--- src/rtl/hsi_vector_streamer_if.sv ---
// hsi_vector_streamer_if
//   Memory read port plus the two FIFO push streams of the HSI vector streamer.
//   master : streamer side (issues reads, pushes words)
//   slave  : memory / MSE engine side (returns read data, reports FIFO full)
//   Signals:
//     mem_rd_en, mem_addr   read strobe and word address
//     mem_rdata             read data, one cycle after mem_rd_en
//     sample_out_en/_out    sample FIFO push + word, sample_out_full back-pressure
//     ref_out_en/_out       reference FIFO push + word, ref_out_full back-pressure
interface hsi_vector_streamer_if #(
  parameter int WORD_WIDTH     = 32,
  parameter int MEM_ADDR_WIDTH = 16
);
  logic                      mem_rd_en;
  logic [MEM_ADDR_WIDTH-1:0] mem_addr;
  logic [WORD_WIDTH-1:0]     mem_rdata;
  logic                      sample_out_en;
  logic [WORD_WIDTH-1:0]     sample_out;
  logic                      sample_out_full;
  logic                      ref_out_en;
  logic [WORD_WIDTH-1:0]     ref_out;
  logic                      ref_out_full;

  modport master (
    output mem_rd_en, mem_addr, input mem_rdata,
    output sample_out_en, sample_out, input sample_out_full,
    output ref_out_en, ref_out, input ref_out_full
  );

  modport slave (
    input mem_rd_en, mem_addr, output mem_rdata,
    input sample_out_en, sample_out, output sample_out_full,
    input ref_out_en, ref_out, output ref_out_full
  );
endinterface

--- src/rtl/hsi_vector_streamer.sv ---
// hsi_vector_streamer
//   Producer for the MSE engine FIFO word interface. On start it reads one
//   sample vector (WORDS_PER_VECTOR words at sample_base_in) followed by N
//   contiguous library vectors (starting at library_base_in) from a memory
//   with one-cycle read latency, and pushes them to the sample / reference
//   FIFOs in read order through a 2-entry tagged skid buffer.
//   Ports:
//     clk, rst            clock, synchronous active-high reset
//     start               begin transfer (accepted only while ready)
//     library_length_in   reference vector count, 0 means HSI_LIBRARY_SIZE
//     sample_base_in      word address of the sample vector
//     library_base_in     word address of library vector 0
//     bus (master)        memory read port + sample/ref push streams
//     done                one-cycle pulse at end of transfer
//     idle, ready         high while in IDLE
//   Optional feature (macro HSI_STREAM_STALL_CNT_EN):
//     stall_cycles_out    saturating count of cycles the buffer head was
//                         blocked by its destination full flag
module hsi_vector_streamer #(
  parameter int WORD_WIDTH            = 32,
  parameter int DATA_WIDTH            = 16,
  parameter int HSI_BANDS             = 128,
  parameter int HSI_LIBRARY_SIZE      = 256,
  parameter int HSI_LIBRARY_SIZE_ADDR = $clog2(HSI_LIBRARY_SIZE),
  parameter int MEM_ADDR_WIDTH        = 16
) (
  input  logic                             clk,
  input  logic                             rst,
  input  logic                             start,
  input  logic [HSI_LIBRARY_SIZE_ADDR-1:0] library_length_in,
  input  logic [MEM_ADDR_WIDTH-1:0]        sample_base_in,
  input  logic [MEM_ADDR_WIDTH-1:0]        library_base_in,
  hsi_vector_streamer_if.master            bus,
  output logic                             done,
  output logic                             idle,
`ifdef HSI_STREAM_STALL_CNT_EN
  output logic                             ready,
  output logic [31:0]                      stall_cycles_out
`else
  output logic                             ready
`endif
);
  localparam int WORDS_PER_VECTOR = HSI_BANDS * DATA_WIDTH / WORD_WIDTH;
  localparam int KW = (WORDS_PER_VECTOR > 1) ? $clog2(WORDS_PER_VECTOR) : 1;
  localparam int LW = HSI_LIBRARY_SIZE_ADDR + 1;
  localparam logic [KW-1:0] K_LAST  = KW'(WORDS_PER_VECTOR - 1);
  localparam logic [LW-1:0] LIB_MAX = LW'(HSI_LIBRARY_SIZE);

  typedef enum logic [2:0] {IDLE, SAMPLE, LIBRARY, DRAIN, DONE} state_t;

  state_t                    state_q;
  logic [MEM_ADDR_WIDTH-1:0] rd_addr_q, lib_base_q;
  logic [LW-1:0]             len_q, vec_q;
  logic [KW-1:0]             k_q;
  logic                      done_q, idle_q, ready_q;

  // 2-entry buffer of {word, dest}; dest 1 = sample, 0 = reference
  logic [WORD_WIDTH-1:0] buf_word_q [2];
  logic                  buf_dst_q  [2];
  logic                  wr_ptr_q, rd_ptr_q;
  logic [1:0]            count_q;
  logic                  inflight_q, inflight_tag_q;

  logic       head_vld, head_smp, head_full, pop, issue;
  logic [2:0] occ_after;

  assign head_vld  = (count_q != 2'd0);
  assign head_smp  = buf_dst_q[rd_ptr_q];
  assign head_full = head_smp ? bus.sample_out_full : bus.ref_out_full;
  assign pop       = head_vld && !head_full;

  // Counting this cycle's pop lets a read issue into the slot being freed,
  // which sustains one word per cycle with a single-cycle memory.
  assign occ_after = {1'b0, count_q} - {2'b0, pop} + {2'b0, inflight_q};
  assign issue     = ((state_q == SAMPLE) || (state_q == LIBRARY)) && (occ_after < 3'd2);

  assign bus.mem_rd_en     = issue;
  assign bus.mem_addr      = rd_addr_q;
  assign bus.sample_out_en = head_vld &&  head_smp && !bus.sample_out_full;
  assign bus.ref_out_en    = head_vld && !head_smp && !bus.ref_out_full;
  assign bus.sample_out    = buf_word_q[rd_ptr_q];
  assign bus.ref_out       = buf_word_q[rd_ptr_q];

  assign done  = done_q;
  assign idle  = idle_q;
  assign ready = ready_q;

  // Control FSM with registered handshake outputs
  always_ff @(posedge clk) begin
    if (rst) begin
      state_q    <= IDLE;
      rd_addr_q  <= '0;
      lib_base_q <= '0;
      len_q      <= '0;
      vec_q      <= '0;
      k_q        <= '0;
      done_q     <= 1'b0;
      idle_q     <= 1'b1;
      ready_q    <= 1'b1;
    end else begin
      done_q <= 1'b0;
      case (state_q)
        IDLE: if (start) begin
          rd_addr_q  <= sample_base_in;
          lib_base_q <= library_base_in;
          len_q      <= (library_length_in == '0) ? LIB_MAX : LW'(library_length_in);
          vec_q      <= '0;
          k_q        <= '0;
          idle_q     <= 1'b0;
          ready_q    <= 1'b0;
          state_q    <= SAMPLE;
        end
        SAMPLE: if (issue) begin
          if (k_q == K_LAST) begin
            k_q       <= '0;
            rd_addr_q <= lib_base_q;
            state_q   <= LIBRARY;
          end else begin
            k_q       <= k_q + 1'b1;
            rd_addr_q <= rd_addr_q + 1'b1;
          end
        end
        LIBRARY: if (issue) begin
          // library vectors are contiguous, so the address simply increments
          rd_addr_q <= rd_addr_q + 1'b1;
          if (k_q == K_LAST) begin
            k_q   <= '0;
            vec_q <= vec_q + 1'b1;
            if (vec_q == len_q - LW'(1)) state_q <= DRAIN;
          end else begin
            k_q <= k_q + 1'b1;
          end
        end
        DRAIN: if (count_q == 2'd0 && !inflight_q) begin
          done_q  <= 1'b1;
          state_q <= DONE;
        end
        DONE: begin
          idle_q  <= 1'b1;
          ready_q <= 1'b1;
          state_q <= IDLE;
        end
        default: state_q <= IDLE;
      endcase
    end
  end

  // Read-return capture and buffer bookkeeping
  always_ff @(posedge clk) begin
    if (rst) begin
      inflight_q     <= 1'b0;
      inflight_tag_q <= 1'b0;
      wr_ptr_q       <= 1'b0;
      rd_ptr_q       <= 1'b0;
      count_q        <= 2'd0;
      buf_word_q[0]  <= '0;
      buf_word_q[1]  <= '0;
      buf_dst_q[0]   <= 1'b0;
      buf_dst_q[1]   <= 1'b0;
    end else begin
      inflight_q     <= issue;
      inflight_tag_q <= (state_q == SAMPLE);
      if (inflight_q) begin
        buf_word_q[wr_ptr_q] <= bus.mem_rdata;
        buf_dst_q[wr_ptr_q]  <= inflight_tag_q;
        wr_ptr_q             <= ~wr_ptr_q;
      end
      if (pop) rd_ptr_q <= ~rd_ptr_q;
      count_q <= count_q + {1'b0, inflight_q} - {1'b0, pop};
    end
  end

`ifdef HSI_STREAM_STALL_CNT_EN
  logic [31:0] stall_q;
  assign stall_cycles_out = stall_q;

  always_ff @(posedge clk) begin
    if (rst) begin
      stall_q <= '0;
    end else if (state_q == IDLE && start) begin
      stall_q <= '0;
    end else if (head_vld && head_full && stall_q != '1) begin
      stall_q <= stall_q + 32'd1;
    end
  end
`endif
endmodule

--- src/flat_wrapper.sv ---
// flat-port wrapper written by rule: the top's interface ports become plain ports
module hsi_vector_streamer_flat 
#(
  parameter int WORD_WIDTH            = 32,
  parameter int DATA_WIDTH            = 16,
  parameter int HSI_BANDS             = 128,
  parameter int HSI_LIBRARY_SIZE      = 256,
  parameter int HSI_LIBRARY_SIZE_ADDR = $clog2(HSI_LIBRARY_SIZE),
  parameter int MEM_ADDR_WIDTH        = 16
)
  (clk, rst, start, library_length_in, sample_base_in, library_base_in, done, idle, ready, bus_mem_rd_en, bus_mem_addr, bus_mem_rdata, bus_sample_out_en, bus_sample_out, bus_sample_out_full, bus_ref_out_en, bus_ref_out, bus_ref_out_full);
  hsi_vector_streamer_if #(.WORD_WIDTH(WORD_WIDTH), .MEM_ADDR_WIDTH(MEM_ADDR_WIDTH)) bus_i ();
  input  logic clk;
  input  logic rst;
  input  logic start;
  input  logic [HSI_LIBRARY_SIZE_ADDR-1:0] library_length_in;
  input  logic [MEM_ADDR_WIDTH-1:0] sample_base_in;
  input  logic [MEM_ADDR_WIDTH-1:0] library_base_in;
  output logic done;
  output logic idle;
  output logic ready;
  output wire logic [$bits(bus_i.mem_rd_en)-1:0] bus_mem_rd_en;
  output wire logic [$bits(bus_i.mem_addr)-1:0] bus_mem_addr;
  input wire logic [$bits(bus_i.mem_rdata)-1:0] bus_mem_rdata;
  output wire logic [$bits(bus_i.sample_out_en)-1:0] bus_sample_out_en;
  output wire logic [$bits(bus_i.sample_out)-1:0] bus_sample_out;
  input wire logic [$bits(bus_i.sample_out_full)-1:0] bus_sample_out_full;
  output wire logic [$bits(bus_i.ref_out_en)-1:0] bus_ref_out_en;
  output wire logic [$bits(bus_i.ref_out)-1:0] bus_ref_out;
  input wire logic [$bits(bus_i.ref_out_full)-1:0] bus_ref_out_full;
  assign bus_mem_rd_en = bus_i.mem_rd_en;
  assign bus_mem_addr = bus_i.mem_addr;
  assign bus_i.mem_rdata = bus_mem_rdata;
  assign bus_sample_out_en = bus_i.sample_out_en;
  assign bus_sample_out = bus_i.sample_out;
  assign bus_i.sample_out_full = bus_sample_out_full;
  assign bus_ref_out_en = bus_i.ref_out_en;
  assign bus_ref_out = bus_i.ref_out;
  assign bus_i.ref_out_full = bus_ref_out_full;
  hsi_vector_streamer #(.WORD_WIDTH(WORD_WIDTH), .DATA_WIDTH(DATA_WIDTH), .HSI_BANDS(HSI_BANDS), .HSI_LIBRARY_SIZE(HSI_LIBRARY_SIZE), .HSI_LIBRARY_SIZE_ADDR(HSI_LIBRARY_SIZE_ADDR), .MEM_ADDR_WIDTH(MEM_ADDR_WIDTH)) u_core (.clk(clk), .rst(rst), .start(start), .library_length_in(library_length_in), .sample_base_in(sample_base_in), .library_base_in(library_base_in), .bus(bus_i), .done(done), .idle(idle), .ready(ready));
endmodule
--- config.mk ---
export PLATFORM = sky130hd
export DESIGN_NAME = hsi_vector_streamer_flat
export DESIGN_NICKNAME = d
export VERILOG_FILES = /design/src/rtl/hsi_vector_streamer_if.sv /design/src/rtl/hsi_vector_streamer.sv /design/src/flat_wrapper.sv
export SDC_FILE = /design/constraint.sdc
export NUM_CORES = 1
export LEC_CHECK = 0
export CORE_ASPECT_RATIO = 0.75
export CORE_MARGIN = 5
export CORE_UTILIZATION = 25
export CTS_CLUSTER_DIAMETER = 200
export DETAILED_ROUTE_END_ITERATION = 8
export REMOVE_ABC_BUFFERS = 1
export SYNTH_ARGS = -nofsm -noshare
export SYNTH_HDL_FRONTEND = slang
export SYNTH_SLANG_ARGS = --single-unit
--- constraint.sdc ---
create_clock -name clk -period 4.6 [get_ports clk]
set_input_delay 0.92 -clock clk [delete_from_list [all_inputs] [get_ports clk]]
set_output_delay 0.92 -clock clk [all_outputs]
set_load 0.01 [all_outputs]
==> results.cfg <==
[yosys]
synth_area_leaders = edfxtp_1 29%, dfxtp_1 20%, and2_1 6.9%
synth.distinct_cells = 70
synth_area_per_cell_um2 = 10.21
synthArstFlopShare_pct = 0
netlist_area_mm2 = 0.006787
yosys.area.top_type = edfxtp_1
ys_ff_latch = 134
synthFlopType = dfxtp_1
synth_top_area_share_pct = 29.20
synth_edf_count = 66
yosysWarningCount = 0
synth_common_cells = 75 x and2_1, 68 x dfxtp_1, 68 x nand2_1
yosys.cell_count.top_type = and2_1
ys_seq_area_share_pct = 49.26
synth_cells = 665

[placement]
dp.cells = 1121
io_buffers = 162
gp_congestion = 0.7661
dpl_cell_area_mm2 = 0.008559
dp_hpwl_um = 12680

[power]
finalPower_mw = 4.334
p_per_area_mw_per_mm2 = 470.4
max-vdd-ir-drop_mv = 0.2110
leakagePower_nw = 3.237

[sta]
clock_skew_ns = 0.008972
finalSetupViolCount = 0
finalCriticalPeriod_ns = 4.399
drv_slew = 0
rsz0062_at_grt = false
tightest_slew_ns = 0.8977
period_share_pct = 95.63
hold-worst-slack_ns = 0.4538
hold_viol = 0
slew_headroom_pct = 39.71
fmaxAchievable_mhz = 227.3

[routing]
viasPerCell = 4.567
wl_per_cell_um = 15.66
routed-wl-met2_um = 8187
top_layer_used = met4
ant_nets = 0
drc = 0
drtIter0Drc = 351
vias = 5270
routed_wl_um = 18080
drtPass1Iterations = 5
drt-met1-wl_um = 8748
wl_met3_um = 839

[clock_tree]
cts.htree.levels = 4
cts_setup_buffers = 0
numCtsBuffers = 17
cts_tree = built
cts_root_buf = clkbuf_16
path_clk_slew_ns = 0.06
cts.sinks = 134
worstSkewPairLatency_ns = 0.41
clockBufferDepth = 2

[cells_and_area]
area_growth_pct = 35.77
final-instance-count-excl-fill = 1154
stdcell_area_mm2 = 0.009214
num-nets-final = 873
drive_gt1_share_pct = 12.59

[floorplan]
fp.dieH_um = 152.7
std_cell_rows = 52
core_mm2 = 0.02687
die-area_mm2 = 0.03058
io_pins = 163
initial_utilization_pct = 25.26
dieWidth_um = 200.3

[global_route]
grt.overflow.total = 0
grt_use_total_pct = 11.83
grt_max_degree = 51
antenna_found_initial = 1
grt_pass1_wl_um = 29180
grt_pass1_vias = 5034

[worst_setup_path]
slowest_stage = clkdlybuf4s50_1
worst_setup_path_end_kind = output port
critPathKind = input pin to output port
cp_max_fo = 2
critPathMaxStageDelay_ns = 0.45
setup.worst_path.start_class = input pin
cp_cell_sequence = clkdlybuf4s50_1 > nor3_1 > or2_2 > ha_1 > inv_1 > ha_1 > fa_1 > xnor2_1 > or2_2 > nor2_1 > dlygate4sd2_1
cp.required_ns = 3.68
critPathArrivalTime_ns = 3.48

[flow_run]
drv_cap = 0

[run_status]
status = complete, no violations

[min_path]
hold_class = register to register
area by class of cell:
cell class                 count  area, um^2
fill                        2736       17660
sequential                   134        3344
multi-input combinational    447        2994
timing repair buffer         179        1743
clock buffer                  24       546.8
tap                          351       439.2
clock inverter                 8       106.4
inverter                      10       37.54
antenna                        1       2.502
worst paths after layout:
kind | startpoint | slack (ns) | cells after the start | to
worst max-delay path | bus_sample_out_full | 0.20 | 11 | bus_mem_rd_en
worst min-delay path | u_core.lib_base_q[7]$_SDFFE_PP0P_ | 0.45 | 2 | u_core.lib_base_q[7]$_SDFFE_PP0P_
worst max register to register | register | 1.05 | 13 | u_core.vec_q[7]$_SDFFE_PP0P_
worst min register to register | u_core.lib_base_q[7]$_SDFFE_PP0P_ | 0.45 | 2 | u_core.lib_base_q[7]$_SDFFE_PP0P_
cell families (layout without fill, tap and decap cells):
kind of cell    after synthesis  in the layout  synth area share [%]
fa+ha+maj                     7              7                 1.401
simple gates                257            257                 21.33
compound gates              131            131                 12.89
buf+inv                      84            221                 6.895
flops                       134            134                 49.26
mux                          35             35                 5.752
xor+xnor                     17             17                 2.470
other cells                   0              1                     0
flip-flops by register name (all words and copies together) (netlist names), 2 cells and up, named ones only:
register / flops
u_core.count_q: 2
u_core.buf_word_q: 64
u_core.vec_q: 9
u_core.state_q: 3
u_core.buf_dst_q: 2
u_core.k_q: 6
u_core.len_q: 9
u_core.lib_base_q: 16
u_core.bus.mem_addr: 16
worst max-delay path, delay by kind of cell:
family | cells | cell delay, ns
adder cells (fa/ha/maj) | 3 | 0.85
AND/OR/NAND/NOR | 4 | 0.79
buffers and inverters | 3 | 0.78
XOR/XNOR | 1 | 0.15
placed cells by master, fill, tap and decap left out, drive strengths merged, types with 13 or more instances in the layout:
cell	count
nor2	21
buf	18
nand2	68
nor3	13
a21oi	55
edfxtp	66
mux2	32
clkbuf	24
dfxtp	68
nand4	13
clkdlybuf4s50	160
o21ai	25
and2	75
nand3	14
per-layer routing:
metal | vias up | GRT usage, %
met5 | - | 0
met4 | 0 | 3.603
met3 | 14 | 2.915
met2 | 126 | 18.02
met1 | 2518 | 16.66
li1 | 2612 | -
stage by stage:
step                      worst slack (ns)  setup TNS (ns)  util, %
after floorplan                     0.3536               0        -
after global placement            -0.04861        -0.04861    31.85
after detailed placement          -0.09168        -0.09168    31.85
after CTS                           0.1850               0    34.28
after global routing               0.07326               0    34.29
final                               0.2010               0    34.29
repair_timing:
item | 4_1_cts | 5_1_grt
hold endpoints to repair | 0 | 0
hold buffers | 0 | 0
gates resized for setup | 1 | 0
setup endpoints to repair | 1 | 0
power by group:
| part | internal [mW] | switching (mW) | leakage [nW] |
|---|---|---|---|
| logic | 0.730 | 0.661 | 1.68 |
| registers | 1.39 | 0.0877 | 1.24 |
| clock network | 0.947 | 0.522 | 0.314 |
No activity file was read; power rests on OpenSTA's default activity.
